==> config.mk <==
export PLATFORM = sky130hd
export DESIGN_NAME = mmio_uart_periph
export DESIGN_NICKNAME = d
export VERILOG_FILES = /design/src/rtl/mmio_uart_pkg.sv /design/src/rtl/sync_fifo.sv /design/src/rtl/mmio_uart_periph.sv
export SDC_FILE = /design/constraint.sdc
export NUM_CORES = 1
export LEC_CHECK = 0
export ABC_CLOCK_PERIOD_IN_PS = 4600
export BUFFER_PORTS_ARGS = -buffer_cell sky130_fd_sc_hd__buf_4
export CAP_MARGIN = 15
export CORE_MARGIN = 1
export CORE_UTILIZATION = 62
export DETAILED_ROUTE_END_ITERATION = 8
export PLACE_DENSITY = 0.89
export SETUP_SLACK_MARGIN = 0.1
export SYNTH_ARGS = -nofsm -noshare
export SYNTH_HDL_FRONTEND = slang
export SYNTH_SLANG_ARGS = --single-unit
==> constraint.sdc <==
create_clock -name clk -period 4.6 [get_ports clk]
set_input_delay 0.23 -clock clk [delete_from_list [all_inputs] [get_ports clk]]
set_output_delay 0.23 -clock clk [all_outputs]
set_load 0.03 [all_outputs]
==> src/rtl/mmio_uart_pkg.sv <==
// mmio_uart_pkg: shared constants for the memory-mapped UART peripheral.
//   - register indices (DATA/STATUS/CTRL/DIV)
//   - STATUS and CTRL bit positions
//   - TX/RX FSM state encodings
//   - oversample ratio (16 ticks per bit) and mid-bit tick (7)
package mmio_uart_pkg;

  localparam logic [1:0] REG_DATA   = 2'd0;
  localparam logic [1:0] REG_STATUS = 2'd1;
  localparam logic [1:0] REG_CTRL   = 2'd2;
  localparam logic [1:0] REG_DIV    = 2'd3;

  localparam int unsigned ST_RX_EMPTY  = 0;
  localparam int unsigned ST_TX_FULL   = 1;
  localparam int unsigned ST_RX_FULL   = 2;
  localparam int unsigned ST_TX_IDLE   = 3;
  localparam int unsigned ST_RX_OVR    = 4;
  localparam int unsigned ST_FRAME_ERR = 5;
  localparam int unsigned ST_PAR_ERR   = 6;
  localparam int unsigned ST_TX_OVF    = 7;

  localparam int unsigned CT_IRQ_RX_EN = 0;
  localparam int unsigned CT_IRQ_TX_EN = 1;
  localparam int unsigned CT_PAR_EN    = 2;

  localparam int unsigned OVERSAMPLE = 16;
  localparam logic [3:0]  BIT_LAST   = 4'(OVERSAMPLE - 1);
  localparam logic [3:0]  MID_TICK   = 4'd7;

  typedef enum logic [2:0] {
    TX_IDLE, TX_START, TX_DATA, TX_PARITY, TX_STOP
  } tx_state_t;

  typedef enum logic [2:0] {
    RX_IDLE, RX_START, RX_DATA, RX_PARITY, RX_STOP
  } rx_state_t;

endpackage

==> src/rtl/sync_fifo.sv <==
// sync_fifo: single-clock FIFO, depth 2**AW, show-ahead read data.
// Ports:
//   clk, rst (async, active-low)
//   push/wdata : write side; ignored when full unless a pop happens the same cycle
//   pop/rdata  : read side; rdata is the head entry, pop ignored when empty
//   empty/full : derived from an occupancy count
module sync_fifo #(
  parameter int DW = 8,
  parameter int AW = 4
) (
  input  logic          clk,
  input  logic          rst,
  input  logic          push,
  input  logic [DW-1:0] wdata,
  input  logic          pop,
  output logic [DW-1:0] rdata,
  output logic          empty,
  output logic          full
);

  localparam logic [AW:0] DEPTH = {1'b1, {AW{1'b0}}};

  logic [DW-1:0] mem [2**AW];
  logic [AW-1:0] wptr, rptr;
  logic [AW:0]   count;
  logic          do_push, do_pop;

  assign empty   = (count == '0);
  assign full    = (count == DEPTH);
  assign do_pop  = pop & ~empty;
  // A full FIFO still accepts a push when the head leaves in the same cycle.
  assign do_push = push & (~full | do_pop);
  assign rdata   = mem[rptr];

  always_ff @(posedge clk or negedge rst) begin
    if (!rst) begin
      wptr  <= '0;
      rptr  <= '0;
      count <= '0;
    end else begin
      if (do_push) wptr <= wptr + 1'b1;
      if (do_pop)  rptr <= rptr + 1'b1;
      case ({do_push, do_pop})
        2'b10:   count <= count + 1'b1;
        2'b01:   count <= count - 1'b1;
        default: count <= count;
      endcase
    end
  end

  always_ff @(posedge clk) begin
    if (do_push) mem[wptr] <= wdata;
  end

endmodule

==> src/rtl/mmio_uart_periph.sv <==
// mmio_uart_periph: memory-mapped UART with TX/RX FIFOs, programmable baud
// divisor, sticky error flags and a level interrupt.
// Optional even parity is compiled in with `define MMIO_UART_PARITY_EN.
// Ports:
//   clk, rst (async, active-low)
//   sel, rd, wr : MMIO strobes (level); one access per rising edge of rd&sel / wr&sel
//   addr        : register index (0 DATA, 1 STATUS, 2 CTRL, 3 DIV)
//   data_in     : write data
//   data_out    : registered read data, held until the next read access
//   rx, tx      : serial pins (rx asynchronous, synchronised internally)
//   irq         : registered level interrupt
module mmio_uart_periph #(
  parameter int CLK_FREQ = 50000000,
  parameter int BAUD     = 19200,
  parameter int FIFO_AW  = 4,
  parameter int DBIT     = 8
) (
  input  logic       clk,
  input  logic       rst,
  input  logic       sel,
  input  logic       rd,
  input  logic       wr,
  input  logic [1:0] addr,
  input  logic [7:0] data_in,
  output logic [7:0] data_out,
  input  logic       rx,
  output logic       tx,
  output logic       irq
);
  import mmio_uart_pkg::*;

  localparam int         DIV_RST   = CLK_FREQ / (16 * BAUD) - 1;
  localparam logic [7:0] DIV_RST_V = 8'(DIV_RST);
  localparam logic [2:0] DBIT_LAST = 3'(DBIT - 1);

  // ---------------- access qualification ----------------
  logic rd_q, wr_q, rd_acc, wr_acc;

  assign rd_acc = rd & sel & ~rd_q;
  assign wr_acc = wr & sel & ~wr_q;

  always_ff @(posedge clk or negedge rst) begin
    if (!rst) begin
      rd_q <= 1'b0;
      wr_q <= 1'b0;
    end else begin
      rd_q <= rd & sel;
      wr_q <= wr & sel;
    end
  end

  // ---------------- registers ----------------
  logic [2:0] ctrl_q;
  logic [7:0] div_q;
  logic       par_en;

`ifdef MMIO_UART_PARITY_EN
  assign par_en = ctrl_q[CT_PAR_EN];
`else
  assign par_en = 1'b0;
`endif

  // ---------------- oversample tick ----------------
  // The divisor is only sampled at wrap, so a DIV write never shortens the
  // tick that is in progress.
  logic [7:0] tick_cnt;
  logic       tick;

  assign tick = (tick_cnt == '0);

  always_ff @(posedge clk or negedge rst) begin
    if (!rst)      tick_cnt <= DIV_RST_V;
    else if (tick) tick_cnt <= div_q;
    else           tick_cnt <= tick_cnt - 1'b1;
  end

  // ---------------- FIFOs ----------------
  logic            tx_push, tx_pop, txf_empty, txf_full;
  logic            rx_push, rx_pop, rxf_empty, rxf_full;
  logic [DBIT-1:0] txf_rdata, rxf_rdata, rx_shift;

  sync_fifo #(.DW(DBIT), .AW(FIFO_AW)) u_tx_fifo (
    .clk   (clk),
    .rst   (rst),
    .push  (tx_push),
    .wdata (data_in[DBIT-1:0]),
    .pop   (tx_pop),
    .rdata (txf_rdata),
    .empty (txf_empty),
    .full  (txf_full)
  );

  sync_fifo #(.DW(DBIT), .AW(FIFO_AW)) u_rx_fifo (
    .clk   (clk),
    .rst   (rst),
    .push  (rx_push),
    .wdata (rx_shift),
    .pop   (rx_pop),
    .rdata (rxf_rdata),
    .empty (rxf_empty),
    .full  (rxf_full)
  );

  assign tx_push = wr_acc & (addr == REG_DATA);
  assign rx_pop  = rd_acc & (addr == REG_DATA) & ~rxf_empty;

  // ---------------- TX FSM ----------------
  tx_state_t       tx_state;
  logic [3:0]      tx_tcnt;
  logic [2:0]      tx_bit;
  logic [DBIT-1:0] tx_shift;
  logic            tx_par, tx_bit_end, tx_idle;

  assign tx_bit_end = tick & (tx_tcnt == BIT_LAST);
  // Popping straight out of STOP keeps consecutive frames gap-free.
  assign tx_pop  = ~txf_empty & ((tx_state == TX_IDLE) |
                                 ((tx_state == TX_STOP) & tx_bit_end));
  assign tx_idle = txf_empty & (tx_state == TX_IDLE);

  always_ff @(posedge clk or negedge rst) begin
    if (!rst) begin
      tx_state <= TX_IDLE;
      tx       <= 1'b1;
      tx_tcnt  <= '0;
      tx_bit   <= '0;
      tx_shift <= '0;
      tx_par   <= 1'b0;
    end else begin
      if (tick) tx_tcnt <= tx_tcnt + 1'b1;
      if (tx_pop) begin
        tx_state <= TX_START;
        tx       <= 1'b0;
        tx_tcnt  <= '0;
        tx_shift <= txf_rdata;
        tx_par   <= ^txf_rdata;
      end else begin
        case (tx_state)
          TX_IDLE: begin
            tx      <= 1'b1;
            tx_tcnt <= '0;
          end
          TX_START: if (tx_bit_end) begin
            tx       <= tx_shift[0];
            tx_bit   <= '0;
            tx_state <= TX_DATA;
          end
          TX_DATA: if (tx_bit_end) begin
            if (tx_bit == DBIT_LAST) begin
              if (par_en) begin
                tx       <= tx_par;
                tx_state <= TX_PARITY;
              end else begin
                tx       <= 1'b1;
                tx_state <= TX_STOP;
              end
            end else begin
              tx       <= tx_shift[1];
              tx_shift <= tx_shift >> 1;
              tx_bit   <= tx_bit + 1'b1;
            end
          end
          TX_PARITY: if (tx_bit_end) begin
            tx       <= 1'b1;
            tx_state <= TX_STOP;
          end
          TX_STOP: if (tx_bit_end) tx_state <= TX_IDLE;
          default: tx_state <= TX_IDLE;
        endcase
      end
    end
  end

  // ---------------- RX path ----------------
  logic       rx_s1, rx_s;
  rx_state_t  rx_state;
  logic [3:0] rx_tcnt;
  logic [2:0] rx_bit;
  logic       rx_bad, rx_bit_end;
  logic       frame_set, par_set, ovr_set, ovf_set, status_clr;

  always_ff @(posedge clk or negedge rst) begin
    if (!rst) begin
      rx_s1 <= 1'b1;
      rx_s  <= 1'b1;
    end else begin
      rx_s1 <= rx;
      rx_s  <= rx_s1;
    end
  end

  assign rx_bit_end = tick & (rx_tcnt == BIT_LAST);
  assign rx_push    = (rx_state == RX_STOP) & rx_bit_end & rx_s & ~rx_bad;
  assign frame_set  = (rx_state == RX_STOP) & rx_bit_end & ~rx_s;
  assign par_set    = (rx_state == RX_PARITY) & rx_bit_end & (rx_s != ^rx_shift);
  assign ovr_set    = rx_push & rxf_full & ~rx_pop;
  assign ovf_set    = tx_push & txf_full & ~tx_pop;
  assign status_clr = rd_acc & (addr == REG_STATUS);

  // After the START check the counter is restarted, so every later sample
  // lands 16 ticks after the previous one, i.e. at mid-bit.
  always_ff @(posedge clk or negedge rst) begin
    if (!rst) begin
      rx_state <= RX_IDLE;
      rx_tcnt  <= '0;
      rx_bit   <= '0;
      rx_shift <= '0;
      rx_bad   <= 1'b0;
    end else begin
      case (rx_state)
        RX_IDLE: begin
          rx_tcnt <= '0;
          if (!rx_s) rx_state <= RX_START;
        end
        RX_START: if (tick) begin
          if (rx_tcnt == MID_TICK) begin
            rx_tcnt <= '0;
            rx_bit  <= '0;
            rx_bad  <= 1'b0;
            rx_state <= rx_s ? RX_IDLE : RX_DATA;
          end else begin
            rx_tcnt <= rx_tcnt + 1'b1;
          end
        end
        RX_DATA: if (tick) begin
          rx_tcnt <= rx_tcnt + 1'b1;
          if (rx_bit_end) begin
            rx_shift <= {rx_s, rx_shift[DBIT-1:1]};
            rx_bit   <= rx_bit + 1'b1;
            if (rx_bit == DBIT_LAST) rx_state <= par_en ? RX_PARITY : RX_STOP;
          end
        end
        RX_PARITY: if (tick) begin
          rx_tcnt <= rx_tcnt + 1'b1;
          if (rx_bit_end) begin
            if (par_set) rx_bad <= 1'b1;
            rx_state <= RX_STOP;
          end
        end
        RX_STOP: if (tick) begin
          rx_tcnt <= rx_tcnt + 1'b1;
          if (rx_bit_end) rx_state <= RX_IDLE;
        end
        default: rx_state <= RX_IDLE;
      endcase
    end
  end

  // ---------------- sticky flags, register access, irq ----------------
  logic       rx_ovr_q, frame_err_q, par_err_q, tx_ovf_q;
  logic [7:0] status;

  always_comb begin
    status               = '0;
    status[ST_RX_EMPTY]  = rxf_empty;
    status[ST_TX_FULL]   = txf_full;
    status[ST_RX_FULL]   = rxf_full;
    status[ST_TX_IDLE]   = tx_idle;
    status[ST_RX_OVR]    = rx_ovr_q;
    status[ST_FRAME_ERR] = frame_err_q;
    status[ST_PAR_ERR]   = par_err_q;
    status[ST_TX_OVF]    = tx_ovf_q;
  end

  always_ff @(posedge clk or negedge rst) begin
    if (!rst) begin
      rx_ovr_q    <= 1'b0;
      frame_err_q <= 1'b0;
      par_err_q   <= 1'b0;
      tx_ovf_q    <= 1'b0;
      data_out    <= '0;
      ctrl_q      <= '0;
      div_q       <= DIV_RST_V;
      irq         <= 1'b0;
    end else begin
      // A flag event coinciding with a STATUS read survives the clear.
      rx_ovr_q    <= (rx_ovr_q    & ~status_clr) | ovr_set;
      frame_err_q <= (frame_err_q & ~status_clr) | frame_set;
      par_err_q   <= (par_err_q   & ~status_clr) | par_set;
      tx_ovf_q    <= (tx_ovf_q    & ~status_clr) | ovf_set;

      if (rd_acc) begin
        case (addr)
          REG_DATA:   data_out <= rxf_empty ? 8'h00 : 8'(rxf_rdata);
          REG_STATUS: data_out <= status;
          REG_CTRL:   data_out <= {5'b0, ctrl_q};
          default:    data_out <= div_q;
        endcase
      end

      if (wr_acc) begin
        case (addr)
          REG_CTRL: begin
            ctrl_q[CT_IRQ_RX_EN] <= data_in[CT_IRQ_RX_EN];
            ctrl_q[CT_IRQ_TX_EN] <= data_in[CT_IRQ_TX_EN];
`ifdef MMIO_UART_PARITY_EN
            ctrl_q[CT_PAR_EN]    <= data_in[CT_PAR_EN];
`else
            ctrl_q[CT_PAR_EN]    <= 1'b0;
`endif
          end
          REG_DIV: div_q <= data_in;
          default: ;
        endcase
      end

      irq <= (ctrl_q[CT_IRQ_RX_EN] & ~rxf_empty) | (ctrl_q[CT_IRQ_TX_EN] & tx_idle);
    end
  end

endmodule

==> run_summary.xml, run 1 <==
<?xml version="1.0" encoding="UTF-8"?>
<metrics>
  <group name="synth">
    <metric name="async_flop_share" unit="">0.2789</metric>
    <metric name="syn_area_per_cell" unit="um2">16.67</metric>
    <metric name="postSynthRegisterBits" unit="">355</metric>
    <metric name="synth_top_area_cell" unit="">edfxtp_1</metric>
    <metric name="synthSimpleGateAreaFrac" unit="">0.06885</metric>
    <metric name="synthesis.instances" unit="">893</metric>
    <metric name="post_synth_main_area_contributors" unit="">edfxtp_1, dfrtp_1, mux4_2, ha_1, mux2_2</metric>
    <metric name="synth_xor_area_frac" unit="">0.01917</metric>
    <metric name="yosys.cell_types.count" unit="">62</metric>
    <metric name="fraction_of_the_yosys_area_taken_by_sequential_cells" unit="">0.6837</metric>
    <metric name="synth.cell_area" unit="um2">14880</metric>
    <metric name="number_of_flops_mapped_to_enable_cells_by_yosys" unit="">256</metric>
    <metric name="synth_top_family_by_area" unit="">multiplexers</metric>
    <metric name="synth-compound-area-share" unit="">0.05011</metric>
    <metric name="synthAdderAreaFrac" unit="">0.02354</metric>
    <metric name="yosysWarnings" unit="">0</metric>
    <metric name="nets_in_the_synthesized_netlist" unit="">935</metric>
    <metric name="yosys-mux-area-fraction" unit="">0.1369</metric>
    <metric name="synthMostInstantiatedCell" unit="">edfxtp_1</metric>
    <metric name="ys_dominant_reg_cell" unit="">edfxtp_1</metric>
    <metric name="yosys.area.top_type_share" unit="">0.5165</metric>
    <metric name="synth_top_cells_by_count" unit="">edfxtp_1, dfrtp_1, mux4_2</metric>
  </group>
  <group name="routing">
    <metric name="detail_route.iter0.violations" unit="">919</metric>
    <metric name="avgRoutedWirePerCell" unit="um">25.28</metric>
    <metric name="postRouteWirelength" unit="um">32260</metric>
    <metric name="drt_first_pass_iters" unit="">5</metric>
    <metric name="detail_route.drc_violations" unit="">0</metric>
    <metric name="antenna_left" unit="">0</metric>
    <metric name="vias" unit="">8296</metric>
    <metric name="vias_per_cell" unit="">6.502</metric>
  </group>
  <group name="hold_path">
    <metric name="timing.hold.worst.class" unit="">input port to flop</metric>
    <metric name="holdPathStages" unit="">1</metric>
  </group>
  <group name="timing">
    <metric name="tightestPinTransition" unit="ns">1.137</metric>
    <metric name="slew_headroom" unit="">0.2418</metric>
    <metric name="fin_tns_setup" unit="ns">0</metric>
    <metric name="final-setup-viol-count" unit="">0</metric>
    <metric name="layout_min_cycle_time" unit="ns">4.042</metric>
    <metric name="final.setup.worst_slack" unit="ns">0.5580</metric>
    <metric name="grt_setup_unrepaired" unit="">no</metric>
    <metric name="timing.final.hold_violations" unit="">0</metric>
    <metric name="fmax" unit="GHz">0.2474</metric>
    <metric name="skew" unit="ns">0.03167</metric>
    <metric name="post-route-period-util" unit="">0.8787</metric>
    <metric name="maxSlewViolCount" unit="">0</metric>
  </group>
  <group name="global_route">
    <metric name="globalRouteOverflowTotal" unit="">0</metric>
    <metric name="grt_max_degree" unit="">54</metric>
    <metric name="antenna_violations_before_repair" unit="">0</metric>
    <metric name="grt_pass1_vias" unit="">8443</metric>
    <metric name="global_route_wire_length_before_repair" unit="um">49470</metric>
    <metric name="grt_use_total" unit="">0.2756</metric>
  </group>
  <group name="layout">
    <metric name="drive_gt1_frac" unit="">0.2079</metric>
    <metric name="stdcell_area" unit="um2">16610</metric>
    <metric name="count_of_non_filler_cells_in_the_finished_layout" unit="">1276</metric>
    <metric name="number_of_nets_in_the_final_layout" unit="">974</metric>
    <metric name="synthToLayoutAreaGrowth" unit="%">11.59</metric>
    <metric name="antenna-diode-count" unit="">0</metric>
  </group>
  <group name="clock_network">
    <metric name="postCtsSetupRepairBufs" unit="">0</metric>
    <metric name="worstSkewPairLatency" unit="ns">0.53</metric>
    <metric name="clock_tree.htree_level_count" unit="">2</metric>
    <metric name="tritoncts.num_buffers" unit="">36</metric>
    <metric name="clkSlewWorstSetupHoldPaths" unit="ns">0.06</metric>
    <metric name="cts_max_path_buffers" unit="">3</metric>
    <metric name="cts_resized" unit="">0</metric>
    <metric name="clock-root-buffer" unit="">clkbuf_16</metric>
    <metric name="numClockSinks" unit="">355</metric>
    <metric name="cts_tree" unit="">done</metric>
  </group>
  <group name="worst_setup_path">
    <metric name="timing.critical_path.to" unit="">u_rx_fifo.count[4]$_DFFE_PN0P_</metric>
    <metric name="rr_worst_depth" unit="">13</metric>
    <metric name="r2r_end" unit="">u_rx_fifo.count[4]$_DFFE_PN0P_</metric>
    <metric name="setup.reg_to_reg.worst_slack" unit="ns">0.56</metric>
    <metric name="timing.critical_path.fanout_max" unit="">8</metric>
    <metric name="startpoint_type" unit="">flop</metric>
    <metric name="timing_worst_setup_path_type" unit="">flop to flop</metric>
    <metric name="worstSetupEndpointType" unit="">flop</metric>
    <metric name="r2r-start" unit="">tick_cnt[1]$_DFF_PN0_</metric>
    <metric name="required" unit="ns">5.05</metric>
    <metric name="crit_start" unit="">tick_cnt[1]$_DFF_PN0_</metric>
    <metric name="arrival_time_at_the_worst_endpoint" unit="ns">4.49</metric>
  </group>
  <group name="pwr">
    <metric name="worst_ir_drop_vdd" unit="mV">0.3199</metric>
    <metric name="total_power" unit="mW">8.005</metric>
    <metric name="p_leak" unit="nW">6.222</metric>
    <metric name="powerDensity" unit="nW/um2">482.0</metric>
  </group>
  <group name="place">
    <metric name="dpl.cell_count" unit="">1206</metric>
    <metric name="post-dp-hpwl" unit="um">19380</metric>
    <metric name="preCtsSetupSlack" unit="ns">0.6705</metric>
    <metric name="io_buffer_count" unit="">25</metric>
    <metric name="detailed_place.area" unit="um2">15380</metric>
    <metric name="place_congestion" unit="">0.8845</metric>
  </group>
  <group name="floorplanning">
    <metric name="die_y" unit="um">156.9</metric>
    <metric name="io-pin-count" unit="">26</metric>
    <metric name="initial_utilization" unit="">0.6341</metric>
    <metric name="die_area" unit="um2">24630</metric>
    <metric name="die_w" unit="um">156.9</metric>
    <metric name="design.core.area" unit="um2">23470</metric>
    <metric name="rows" unit="">56</metric>
  </group>
  <group name="status">
    <metric name="outcome" unit="">finished clean</metric>
  </group>
  <group name="flow_run">
    <metric name="cap_violations" unit="">0</metric>
  </group>
</metrics>
==> metal layers <==
metal	global-route usage	wire [um]
met5	0	0
met4	0.1022	1046
met1	0.3522	12190
met2	0.4783	16850
met3	0.04405	2169
==> cell usage in the layout, fill, tap and decap left out, types with 18 or more instances in the layout <==
| master | count |
|---|---|
| clkbuf_16 | 38 |
| inv_1 | 24 |
| xnor2_1 | 22 |
| and2_1 | 21 |
| mux4_2 | 71 |
| mux2_2 | 23 |
| and3_1 | 18 |
| nor2_1 | 28 |
| dfrtp_1 | 88 |
| edfxtp_1 | 256 |
| a21oi_1 | 18 |
| buf_4 | 33 |
| mux2i_1 | 18 |
| ha_1 | 24 |
| o21ai_0 | 27 |
| nand2_1 | 53 |
==> stage by stage <==
| step | util | hold WS (ns) |
|---|---|---|
| 2_1_floorplan | - | -0.06559 |
| 3_3_place_gp | 0.6552 | 0.3014 |
| 3_5_place_dp | 0.6552 | 0.3061 |
| 4_1_cts | 0.7072 | 0.02341 |
| 5_1_grt | 0.7076 | 0.03881 |
| 6_report | 0.7076 | 0.03826 |
==> repair_timing <==
item	4_1_cts	5_1_grt
endpoints found under the hold margin	51	0
setup endpoints to repair	0	0
hold buffers	6	0
==> worst max-delay path: stages (launching register included) <==
cell	delay [ns]
dfrtp_1	0.38
inv_1	0.08
ha_1	0.22
or4b_1	0.58
or3_1	0.59
a311oi_4	0.54
inv_4	0.11
ha_1	0.27
ha_1	0.36
nor2b_1	0.14
o21ai_0	0.21
a21oi_1	0.10
nor3_1	0.21
xor2_1	0.17
==> layout make-up <==
| class | instances | area (um2) |
|---|---|---|
| clock inverter | 15 | 132.6 |
| clock buffer | 48 | 1028 |
| sequential | 355 | 10180 |
| multi-input combinational | 472 | 4451 |
| tap | 319 | 399.1 |
| fill | 1339 | 6864 |
| inverter | 27 | 103.9 |
| timing repair buffer | 40 | 315.3 |
==> state kept, by name (all words and copies together) (netlist names), 4 cells and up <==
register / flops
u_rx_fifo.mem: 128
u_tx_fifo.rptr: 4
div_q: 8
tx_shift: 8
u_rx_fifo.wptr: 4
tick_cnt: 8
u_tx_fifo.mem: 128
u_rx_fifo.count: 5
rx_tcnt: 4
u_rx_fifo.rptr: 4
tx_tcnt: 4
data_out: 8
u_tx_fifo.count: 5
u_tx_fifo.wptr: 4
rx_shift: 8
==> worst min path at each step <==
stage                     from                        endpoint  slack [ns]
finish              data_in[2]   u_tx_fifo.mem[0][2]$_DFFE_PP_        0.04
global route        data_in[6]   u_tx_fifo.mem[2][6]$_DFFE_PP_        0.04
CTS                 data_in[6]   u_tx_fifo.mem[2][6]$_DFFE_PP_        0.02
detailed placement         rst  u_tx_fifo.count[0]$_DFFE_PN0P_        0.31
global placement           rst         tx_state[0]$_DFFE_PN0P_        0.30
floorplan                  rst           ctrl_q[0]$_DFFE_PN0P_       -0.07
==> cells by family after synthesis <==
family,after synthesis
muxes,112
buffers and inverters,66
adders and majority gates,27
xor gates and xnor gates,31
AOI/OAI and AO/OA,107
DFF,355
and+or+nand+nor,195
==> power breakdown <==
part	leakage, nW	switching (mW)	total (mW)	internal, mW
sequential	3.78	0.347	3.98	3.63
combinational	1.88	0.569	1.16	0.588
clock	0.562	1.19	2.87	1.68
total	6.22	2.10	8.01	5.90
Power figures use the tool's default switching activity.
==> run 2: changes to the inputs <==
==> constraint.sdc (replaced) <==
create_clock -name clk -period 4.6 [get_ports clk]
set_input_delay 0.69 -clock clk [delete_from_list [all_inputs] [get_ports clk]]
set_output_delay 0.69 -clock clk [all_outputs]
set_load 0.03 [all_outputs]
==> run 2 against run 1 <==
Effect of this change: power fell by 0.65%; register-to-register slack lost 0.04 ns; wire length grew 0.69%; cell area fell by 0.47%; utilization fell by 0.33 points; clock skew down 0.0027 ns; sequential power about the same; via count is 1.7% higher; combinational power about the same.
==> run_summary.xml, run 2 (synthesis gave the netlist of run 1 again) <==
<?xml version="1.0" encoding="UTF-8"?>
<metrics>
  <group name="routing">
    <metric name="wl_met2" unit="um">16820</metric>
    <metric name="vias_per_cell" unit="">6.622</metric>
    <metric name="met1_length" unit="um">12020</metric>
    <metric name="antenna_left" unit="">0</metric>
    <metric name="detail_route.drc_violations" unit="">0</metric>
    <metric name="avgRoutedWirePerCell" unit="um">25.50</metric>
    <metric name="vias" unit="">8436</metric>
    <metric name="top_layer_used" unit="">met4</metric>
    <metric name="postRouteWirelength" unit="um">32480</metric>
    <metric name="detail_route.iter0.violations" unit="">988</metric>
    <metric name="drt_first_pass_iters" unit="">6</metric>
    <metric name="detailroute.wirelength.met3" unit="um">2360</metric>
  </group>
  <group name="timing">
    <metric name="layout_min_cycle_time" unit="ns">4.080</metric>
    <metric name="final.setup.worst_slack" unit="ns">0.5204</metric>
    <metric name="final-setup-viol-count" unit="">0</metric>
    <metric name="maxSlewViolCount" unit="">0</metric>
    <metric name="grt_setup_unrepaired" unit="">no</metric>
    <metric name="post-route-period-util" unit="">0.8869</metric>
    <metric name="tightestPinTransition" unit="ns">1.154</metric>
    <metric name="timing.final.hold_violations" unit="">0</metric>
    <metric name="slew_headroom" unit="">0.2308</metric>
    <metric name="fin_tns_setup" unit="ns">0</metric>
    <metric name="skew" unit="ns">0.02898</metric>
    <metric name="fmax" unit="GHz">0.2451</metric>
  </group>
  <group name="floorplanning">
    <metric name="die_y" unit="um">156.9</metric>
    <metric name="io-pin-count" unit="">26</metric>
    <metric name="initial_utilization" unit="">0.6341</metric>
    <metric name="die_area" unit="um2">24630</metric>
    <metric name="rows" unit="">56</metric>
    <metric name="design.core.area" unit="um2">23470</metric>
    <metric name="die_w" unit="um">156.9</metric>
  </group>
  <group name="global_route">
    <metric name="grt_use_total" unit="">0.2805</metric>
    <metric name="globalRouteOverflowTotal" unit="">0</metric>
    <metric name="antenna_violations_before_repair" unit="">0</metric>
    <metric name="global_route_wire_length_before_repair" unit="um">50120</metric>
    <metric name="grt_pass1_vias" unit="">8686</metric>
    <metric name="grt_max_degree" unit="">65</metric>
  </group>
  <group name="clock_network">
    <metric name="cts_resized" unit="">0</metric>
    <metric name="numClockSinks" unit="">355</metric>
    <metric name="cts_tree" unit="">done</metric>
    <metric name="clock-root-buffer" unit="">clkbuf_16</metric>
    <metric name="cts_max_path_buffers" unit="">3</metric>
    <metric name="worstSkewPairLatency" unit="ns">0.53</metric>
    <metric name="postCtsSetupRepairBufs" unit="">0</metric>
    <metric name="cts.hold.buffers_added" unit="">0</metric>
    <metric name="clock_tree.htree_level_count" unit="">2</metric>
    <metric name="clkSlewWorstSetupHoldPaths" unit="ns">0.06</metric>
    <metric name="tritoncts.num_buffers" unit="">36</metric>
  </group>
  <group name="status">
    <metric name="outcome" unit="">finished clean</metric>
  </group>
  <group name="worst_setup_path">
    <metric name="crit_start" unit="">tick_cnt[1]$_DFF_PN0_</metric>
    <metric name="r2r-start" unit="">tick_cnt[1]$_DFF_PN0_</metric>
    <metric name="setup.reg_to_reg.worst_slack" unit="ns">0.52</metric>
    <metric name="arrival_time_at_the_worst_endpoint" unit="ns">4.52</metric>
    <metric name="crit_path_max_incr_delay" unit="ns">0.59</metric>
    <metric name="rr_worst_depth" unit="">13</metric>
    <metric name="required" unit="ns">5.04</metric>
    <metric name="ordered_cell_list_for_the_critical_path" unit="">inv_1 -&gt; ha_1 -&gt; or4b_1 -&gt; or3_1 -&gt; a311oi_4 -&gt; inv_4 -&gt; ha_1 -&gt; ha_1 -&gt; nor2b_1 -&gt; o21ai_0 -&gt; a21oi_1 -&gt; nor3_1 -&gt; xor2_1</metric>
    <metric name="r2r_end" unit="">u_rx_fifo.count[4]$_DFFE_PN0P_</metric>
    <metric name="timing.critical_path.fanout_max" unit="">8</metric>
    <metric name="critical_path.slowest_cell" unit="">or4b_1</metric>
    <metric name="timing_worst_setup_path_type" unit="">flop to flop</metric>
    <metric name="path_common_cell" unit="">ha_1</metric>
    <metric name="startpoint_type" unit="">flop</metric>
    <metric name="worstSetupEndpointType" unit="">flop</metric>
  </group>
  <group name="pwr">
    <metric name="p_leak" unit="nW">6.194</metric>
    <metric name="total_power" unit="mW">7.953</metric>
    <metric name="worst_ir_drop_vdd" unit="mV">0.3650</metric>
    <metric name="powerDensity" unit="nW/um2">481.1</metric>
  </group>
  <group name="layout">
    <metric name="drive_gt1_frac" unit="">0.2147</metric>
    <metric name="antenna-diode-count" unit="">0</metric>
    <metric name="num-fill-cells" unit="">1375</metric>
    <metric name="synthToLayoutAreaGrowth" unit="%">11.07</metric>
    <metric name="layout_commonest_cell" unit="">edfxtp_1</metric>
    <metric name="sequential_cell_area" unit="um2">10180</metric>
    <metric name="largest_registers_in_the_final_layout" unit="">u_rx_fifo.mem: 128 flops, u_tx_fifo.mem: 128 flops</metric>
    <metric name="final_cell_mix" unit="">edfxtp_1, dfrtp_1, mux4_2</metric>
    <metric name="number_of_nets_in_the_final_layout" unit="">969</metric>
    <metric name="multi_input_comb_area" unit="um2">4451</metric>
  </group>
  <group name="place">
    <metric name="place_congestion" unit="">0.8376</metric>
    <metric name="preCtsSetupSlack" unit="ns">0.6671</metric>
    <metric name="post-dp-hpwl" unit="um">20220</metric>
    <metric name="io_buffer_count" unit="">25</metric>
  </group>
  <group name="flow_run">
    <metric name="cap_violations" unit="">0</metric>
  </group>
  <group name="hold_path">
    <metric name="timing.hold.worst.class" unit="">input port to asynchronous set/reset pin</metric>
  </group>
</metrics>
## run 2: cell types whose count changed in the layout (fill, tap and decap cells not counted), moves of 2 or more
cell	before	now
clkinv_2	3	9
dlygate4sd3_1	6	0
clkbuf_8	4	1
buf_4	33	35
clkbuf_1	6	4
clkinvlp_4	2	4
## run 2: area by class of cell
type | instances | area share
clock inverters | 23 | 0.009461
inverters | 27 | 0.006282
repair buffers | 35 | 0.01589
flip-flops and latches | 355 | 0.6157
multi-input cells | 472 | 0.2692
clock buffers | 43 | 0.05926
well taps | 319 | 0.02414
## run 2: worst max path at each step
stage,endpoint,cells after the start
floorplan,u_rx_fifo.count[4]$_DFFE_PN0P_,15
global placement,u_rx_fifo.count[4]$_DFFE_PN0P_,12
detailed placement,u_rx_fifo.count[4]$_DFFE_PN0P_,13
CTS,u_rx_fifo.count[4]$_DFFE_PN0P_,13
global route,u_rx_fifo.count[4]$_DFFE_PN0P_,13
finish,u_rx_fifo.count[4]$_DFFE_PN0P_,13
## run 2: per-layer routing
metal,up-vias,GRT usage
met4,0,0.1256
met5,-,0
met3,101,0.04653
met1,4340,0.3542
li1,3541,-
met2,454,0.4806
## run 2: power breakdown
group	internal (mW)	switching, mW	total [mW]	leakage, nW
Clock	1.59	1.22	2.80	0.552
Combinational	0.587	0.600	1.19	1.86
Sequential	3.63	0.329	3.96	3.78
Total	5.81	2.15	7.95	6.19
## run 2: stage by stage
stage | instances | hold WS [ns] | util | cell area [um2]
2_1_floorplan | 893 | 0.3452 | - | 14880
3_3_place_gp | 1208 | 0.3563 | 0.6559 | 15390
3_5_place_dp | 1208 | 0.3545 | 0.6559 | 15390
4_1_cts | 1274 | 0.2725 | 0.7043 | 16530
5_1_grt | 1274 | 0.2987 | 0.7043 | 16530
6_report | 1274 | 0.2495 | 0.7043 | 16530
## run 2: worst max-delay path: cells and delay by family, from the launching register on
| family | cells | cell delay (ns) |
|---|---|---|
| compound gates | 3 | 0.85 |
| xor+xnor | 1 | 0.17 |
| fa+ha+maj | 3 | 0.85 |
| buf+inv | 2 | 0.17 |
| flops | 1 | 0.39 |
| simple gates | 4 | 1.55 |
==> run 3: changes to the inputs <==
--- a/config.mk
+++ b/config.mk
@@ -5,13 +5,14 @@
 export SDC_FILE = /design/constraint.sdc
 export NUM_CORES = 1
 export LEC_CHECK = 0
+export ABC_AREA = 1
 export ABC_CLOCK_PERIOD_IN_PS = 4600
 export BUFFER_PORTS_ARGS = -buffer_cell sky130_fd_sc_hd__buf_4
 export CAP_MARGIN = 15
 export CORE_MARGIN = 1
-export CORE_UTILIZATION = 62
+export CORE_UTILIZATION = 63
 export DETAILED_ROUTE_END_ITERATION = 8
-export PLACE_DENSITY = 0.89
+export PLACE_DENSITY = 0.9
 export SETUP_SLACK_MARGIN = 0.1
 export SYNTH_ARGS = -nofsm -noshare
 export SYNTH_HDL_FRONTEND = slang
==> run 3 against run 2 <==
Effect of this change: cell area is 2.4% higher; count of clock-buffer cells in the layout stayed put; setup slack better by 0.64 ns; sequential share of layout area is 1.4 points lower; critical endpoint is now u_tx_fifo.count[4]$_DFFE_PN0P_; area after synthesis is 2.5% higher; sequential cell count stayed put; fmax is 19% higher; clock skew is 0.012 ns lower.
==> run_summary.xml, run 3 <==
<?xml version="1.0" encoding="UTF-8"?>
<metrics>
  <group name="clock_network">
    <metric name="postCtsSetupRepairBufs" unit="">0</metric>
    <metric name="cts_tree" unit="">done</metric>
    <metric name="clock_tree.htree_level_count" unit="">2</metric>
    <metric name="worstSkewPairLatency" unit="ns">0.53</metric>
    <metric name="numClockSinks" unit="">355</metric>
    <metric name="tritoncts.num_buffers" unit="">36</metric>
    <metric name="clkSlewWorstSetupHoldPaths" unit="ns">0.06</metric>
    <metric name="cts_max_path_buffers" unit="">3</metric>
    <metric name="cts.hold.buffers_added" unit="">0</metric>
    <metric name="cts_resized" unit="">0</metric>
    <metric name="clock-root-buffer" unit="">clkbuf_16</metric>
  </group>
  <group name="synth">
    <metric name="syn_area_per_cell" unit="um2">10.89</metric>
    <metric name="yosysWarnings" unit="">0</metric>
    <metric name="synth_top_cells_by_count" unit="">edfxtp_1, nand2_1, nor2_1</metric>
    <metric name="fraction_of_the_yosys_area_taken_by_sequential_cells" unit="">0.6672</metric>
    <metric name="synth.cell_area" unit="um2">15250</metric>
    <metric name="async_flop_share" unit="">0.2789</metric>
    <metric name="yosys.cell_types.count" unit="">39</metric>
    <metric name="postSynthRegisterBits" unit="">355</metric>
    <metric name="nets_in_the_synthesized_netlist" unit="">1442</metric>
    <metric name="yosys.area.top_type_share" unit="">0.5040</metric>
    <metric name="synth_top_area_cell" unit="">edfxtp_1</metric>
    <metric name="post_synth_main_area_contributors" unit="">edfxtp_1, dfrtp_1, o21ai_0, nand2_1, nor2_1</metric>
    <metric name="synthMostInstantiatedCell" unit="">edfxtp_1</metric>
    <metric name="synthesis.instances" unit="">1400</metric>
    <metric name="ys_dominant_reg_cell" unit="">edfxtp_1</metric>
    <metric name="number_of_flops_mapped_to_enable_cells_by_yosys" unit="">256</metric>
  </group>
  <group name="layout">
    <metric name="stdcell_area" unit="um2">16920</metric>
    <metric name="count_of_non_filler_cells_in_the_finished_layout" unit="">1760</metric>
    <metric name="antenna-diode-count" unit="">0</metric>
    <metric name="final_cell_mix" unit="">edfxtp_1, nand2_1, nor2_1</metric>
    <metric name="largest_registers_in_the_final_layout" unit="">u_rx_fifo.mem: 128 flops, u_tx_fifo.mem: 128 flops</metric>
    <metric name="synthToLayoutAreaGrowth" unit="%">10.94</metric>
    <metric name="number_of_nets_in_the_final_layout" unit="">1455</metric>
    <metric name="drive_gt1_frac" unit="">0.08536</metric>
    <metric name="layout_commonest_cell" unit="">edfxtp_1</metric>
  </group>
  <group name="timing">
    <metric name="fin_tns_setup" unit="ns">0</metric>
    <metric name="final-setup-viol-count" unit="">0</metric>
    <metric name="layout_min_cycle_time" unit="ns">3.441</metric>
    <metric name="skew" unit="ns">0.01702</metric>
    <metric name="tightestPinTransition" unit="ns">1.042</metric>
    <metric name="timing.final.hold_violations" unit="">0</metric>
    <metric name="slew_headroom" unit="">0.3042</metric>
    <metric name="hold-worst-slack" unit="ns">0.2690</metric>
    <metric name="grt_setup_unrepaired" unit="">no</metric>
    <metric name="fmax" unit="GHz">0.2906</metric>
    <metric name="post-route-period-util" unit="">0.7480</metric>
    <metric name="maxSlewViolCount" unit="">0</metric>
  </group>
  <group name="pwr">
    <metric name="share_of_power_burned_in_registers" unit="">0.444</metric>
    <metric name="p_sw" unit="mW">2.567</metric>
    <metric name="powerDensity" unit="nW/um2">502.2</metric>
    <metric name="p_leak" unit="nW">6.776</metric>
    <metric name="total_power" unit="mW">8.498</metric>
    <metric name="worst_ir_drop_vdd" unit="mV">0.4153</metric>
    <metric name="power_frac_comb" unit="">0.191</metric>
    <metric name="internal_power" unit="mW">5.931</metric>
    <metric name="switching_share" unit="">0.3021</metric>
    <metric name="share_clk_of_total_power" unit="">0.364</metric>
  </group>
  <group name="floorplanning">
    <metric name="rows" unit="">56</metric>
    <metric name="die_y" unit="um">157.6</metric>
    <metric name="io-pin-count" unit="">26</metric>
    <metric name="die_area" unit="um2">24840</metric>
    <metric name="design.core.area" unit="um2">23610</metric>
    <metric name="initial_utilization" unit="">0.6459</metric>
    <metric name="die_w" unit="um">157.6</metric>
  </group>
  <group name="global_route">
    <metric name="grt_use_total" unit="">0.3022</metric>
    <metric name="antenna_violations_before_repair" unit="">0</metric>
    <metric name="grt_pass1_vias" unit="">10800</metric>
    <metric name="globalRouteOverflowTotal" unit="">0</metric>
    <metric name="global_route_wire_length_before_repair" unit="um">56830</metric>
    <metric name="grt_max_degree" unit="">69</metric>
  </group>
  <group name="routing">
    <metric name="drt_first_pass_iters" unit="">6</metric>
    <metric name="detail_route.drc_violations" unit="">0</metric>
    <metric name="vias_per_cell" unit="">6.284</metric>
    <metric name="detail_route.iter0.violations" unit="">1897</metric>
    <metric name="postRouteWirelength" unit="um">36130</metric>
    <metric name="avgRoutedWirePerCell" unit="um">20.53</metric>
    <metric name="antenna_left" unit="">0</metric>
    <metric name="vias" unit="">11060</metric>
  </group>
  <group name="hold_path">
    <metric name="timing.hold.worst.class" unit="">input port to flop</metric>
  </group>
  <group name="worst_setup_path">
    <metric name="crit_path_max_incr_delay" unit="ns">0.36</metric>
    <metric name="ordered_cell_list_for_the_critical_path" unit="">inv_1 -&gt; ha_1 -&gt; nand3_2 -&gt; nor2_4 -&gt; nand3_2 -&gt; nand2_1 -&gt; nand2_2 -&gt; inv_2 -&gt; nand2_1 -&gt; inv_1 -&gt; ha_1 -&gt; a21oi_1 -&gt; o21ai_0 -&gt; nand3_1 -&gt; nand2_1 -&gt; nand2_1 -&gt; nand2_1 -&gt; nand2_1 -&gt; inv_1</metric>
    <metric name="critical_path.slowest_cell" unit="">dfstp_2</metric>
    <metric name="required" unit="ns">5.02</metric>
    <metric name="arrival_time_at_the_worst_endpoint" unit="ns">3.86</metric>
    <metric name="setup.reg_to_reg.worst_slack" unit="ns">1.16</metric>
    <metric name="timing.critical_path.fanout_max" unit="">16</metric>
    <metric name="path_common_cell" unit="">nand2_1</metric>
    <metric name="worstSetupEndpointType" unit="">flop</metric>
    <metric name="startpoint_type" unit="">flop</metric>
    <metric name="timing_worst_setup_path_type" unit="">flop to flop</metric>
  </group>
  <group name="flow_run">
    <metric name="cap_violations" unit="">0</metric>
  </group>
  <group name="status">
    <metric name="outcome" unit="">finished clean</metric>
  </group>
  <group name="place">
    <metric name="dpl.cell_count" unit="">1694</metric>
    <metric name="io_buffer_count" unit="">25</metric>
    <metric name="detailed_place.area" unit="um2">15670</metric>
    <metric name="post-dp-hpwl" unit="um">21430</metric>
    <metric name="place_congestion" unit="">0.9069</metric>
  </group>
</metrics>
==> run 3: path summary, 6_finish.rpt <==
kind                                       startpoint                             end  cells past startpoint
worst max-delay path            tick_cnt[0]$_DFF_PN1_  u_tx_fifo.count[4]$_DFFE_PN0P_                     19
worst min-delay path                               rx                 rx_s1$_DFF_PN1_                      1
worst max register to register  tick_cnt[0]$_DFF_PN1_  u_tx_fifo.count[4]$_DFFE_PN0P_                     19
worst min register to register        rx_s1$_DFF_PN1_                  rx_s$_DFF_PN1_                      0
max in group asynchronous                         rst            div_q[7]$_DFFE_PN1P_                      2
min in group asynchronous                         rst         rx_state[0]$_DFFE_PN0P_                      1
==> run 3: cell type report <==
cell class	count	area (um2)
fillers	1457	6691
multi-input cells	886	4469
flip-flops and latches	355	10180
well taps	319	399.1
clock inverters	23	309.0
clock buffers	43	947.2
repair buffers	31	232.7
inverters	103	386.6
==> run 3: metal layers <==
metal  track usage  share of wire  up-vias
li1              -              -     4880
met1        0.4143           0.37     5290
met2        0.4895           0.48      784
met3       0.04763           0.11      105
met4        0.1202          0.034        0
met5             0              0        -
==> run 3: cell families after synthesis <==
family | after synthesis | share of synthesized area
AOI/OAI and AO/OA | 288 | 0.1078
xor gates and xnor gates | 22 | 0.01263
adders and majority gates | 26 | 0.02231
buffers and inverters | 159 | 0.03979
DFF | 355 | 0.6672
muxes | 4 | 0.002953
and+or+nand+nor | 546 | 0.1473
==> run 3: worst max-delay path: cells and delay by family (launching register included) <==
family                     cells  cell delay [ns]
and+or+nand+nor               11             1.59
buffers and inverters          4             0.55
adders and majority gates      2             0.49
AOI/OAI and AO/OA              2             0.33
DFF                            1             0.36
==> run 3: stage by stage <==
step	setup slack [ns]	util
after floorplan	1.748	-
after global placement	1.455	0.6634
after detailed placement	1.301	0.6634
after CTS	1.233	0.7166
after global routing	0.8579	0.7166
final	1.159	0.7166
==> run 3: power groups by stage <==
stage	clock network, mW	logic, mW	registers, mW
after floorplan	0	1.06	3.80
final	3.09	1.63	3.78
after global placement	0	1.48	3.82
after global routing	3.22	1.77	3.79
after CTS	3.09	1.59	3.77
after detailed placement	0	1.54	3.83
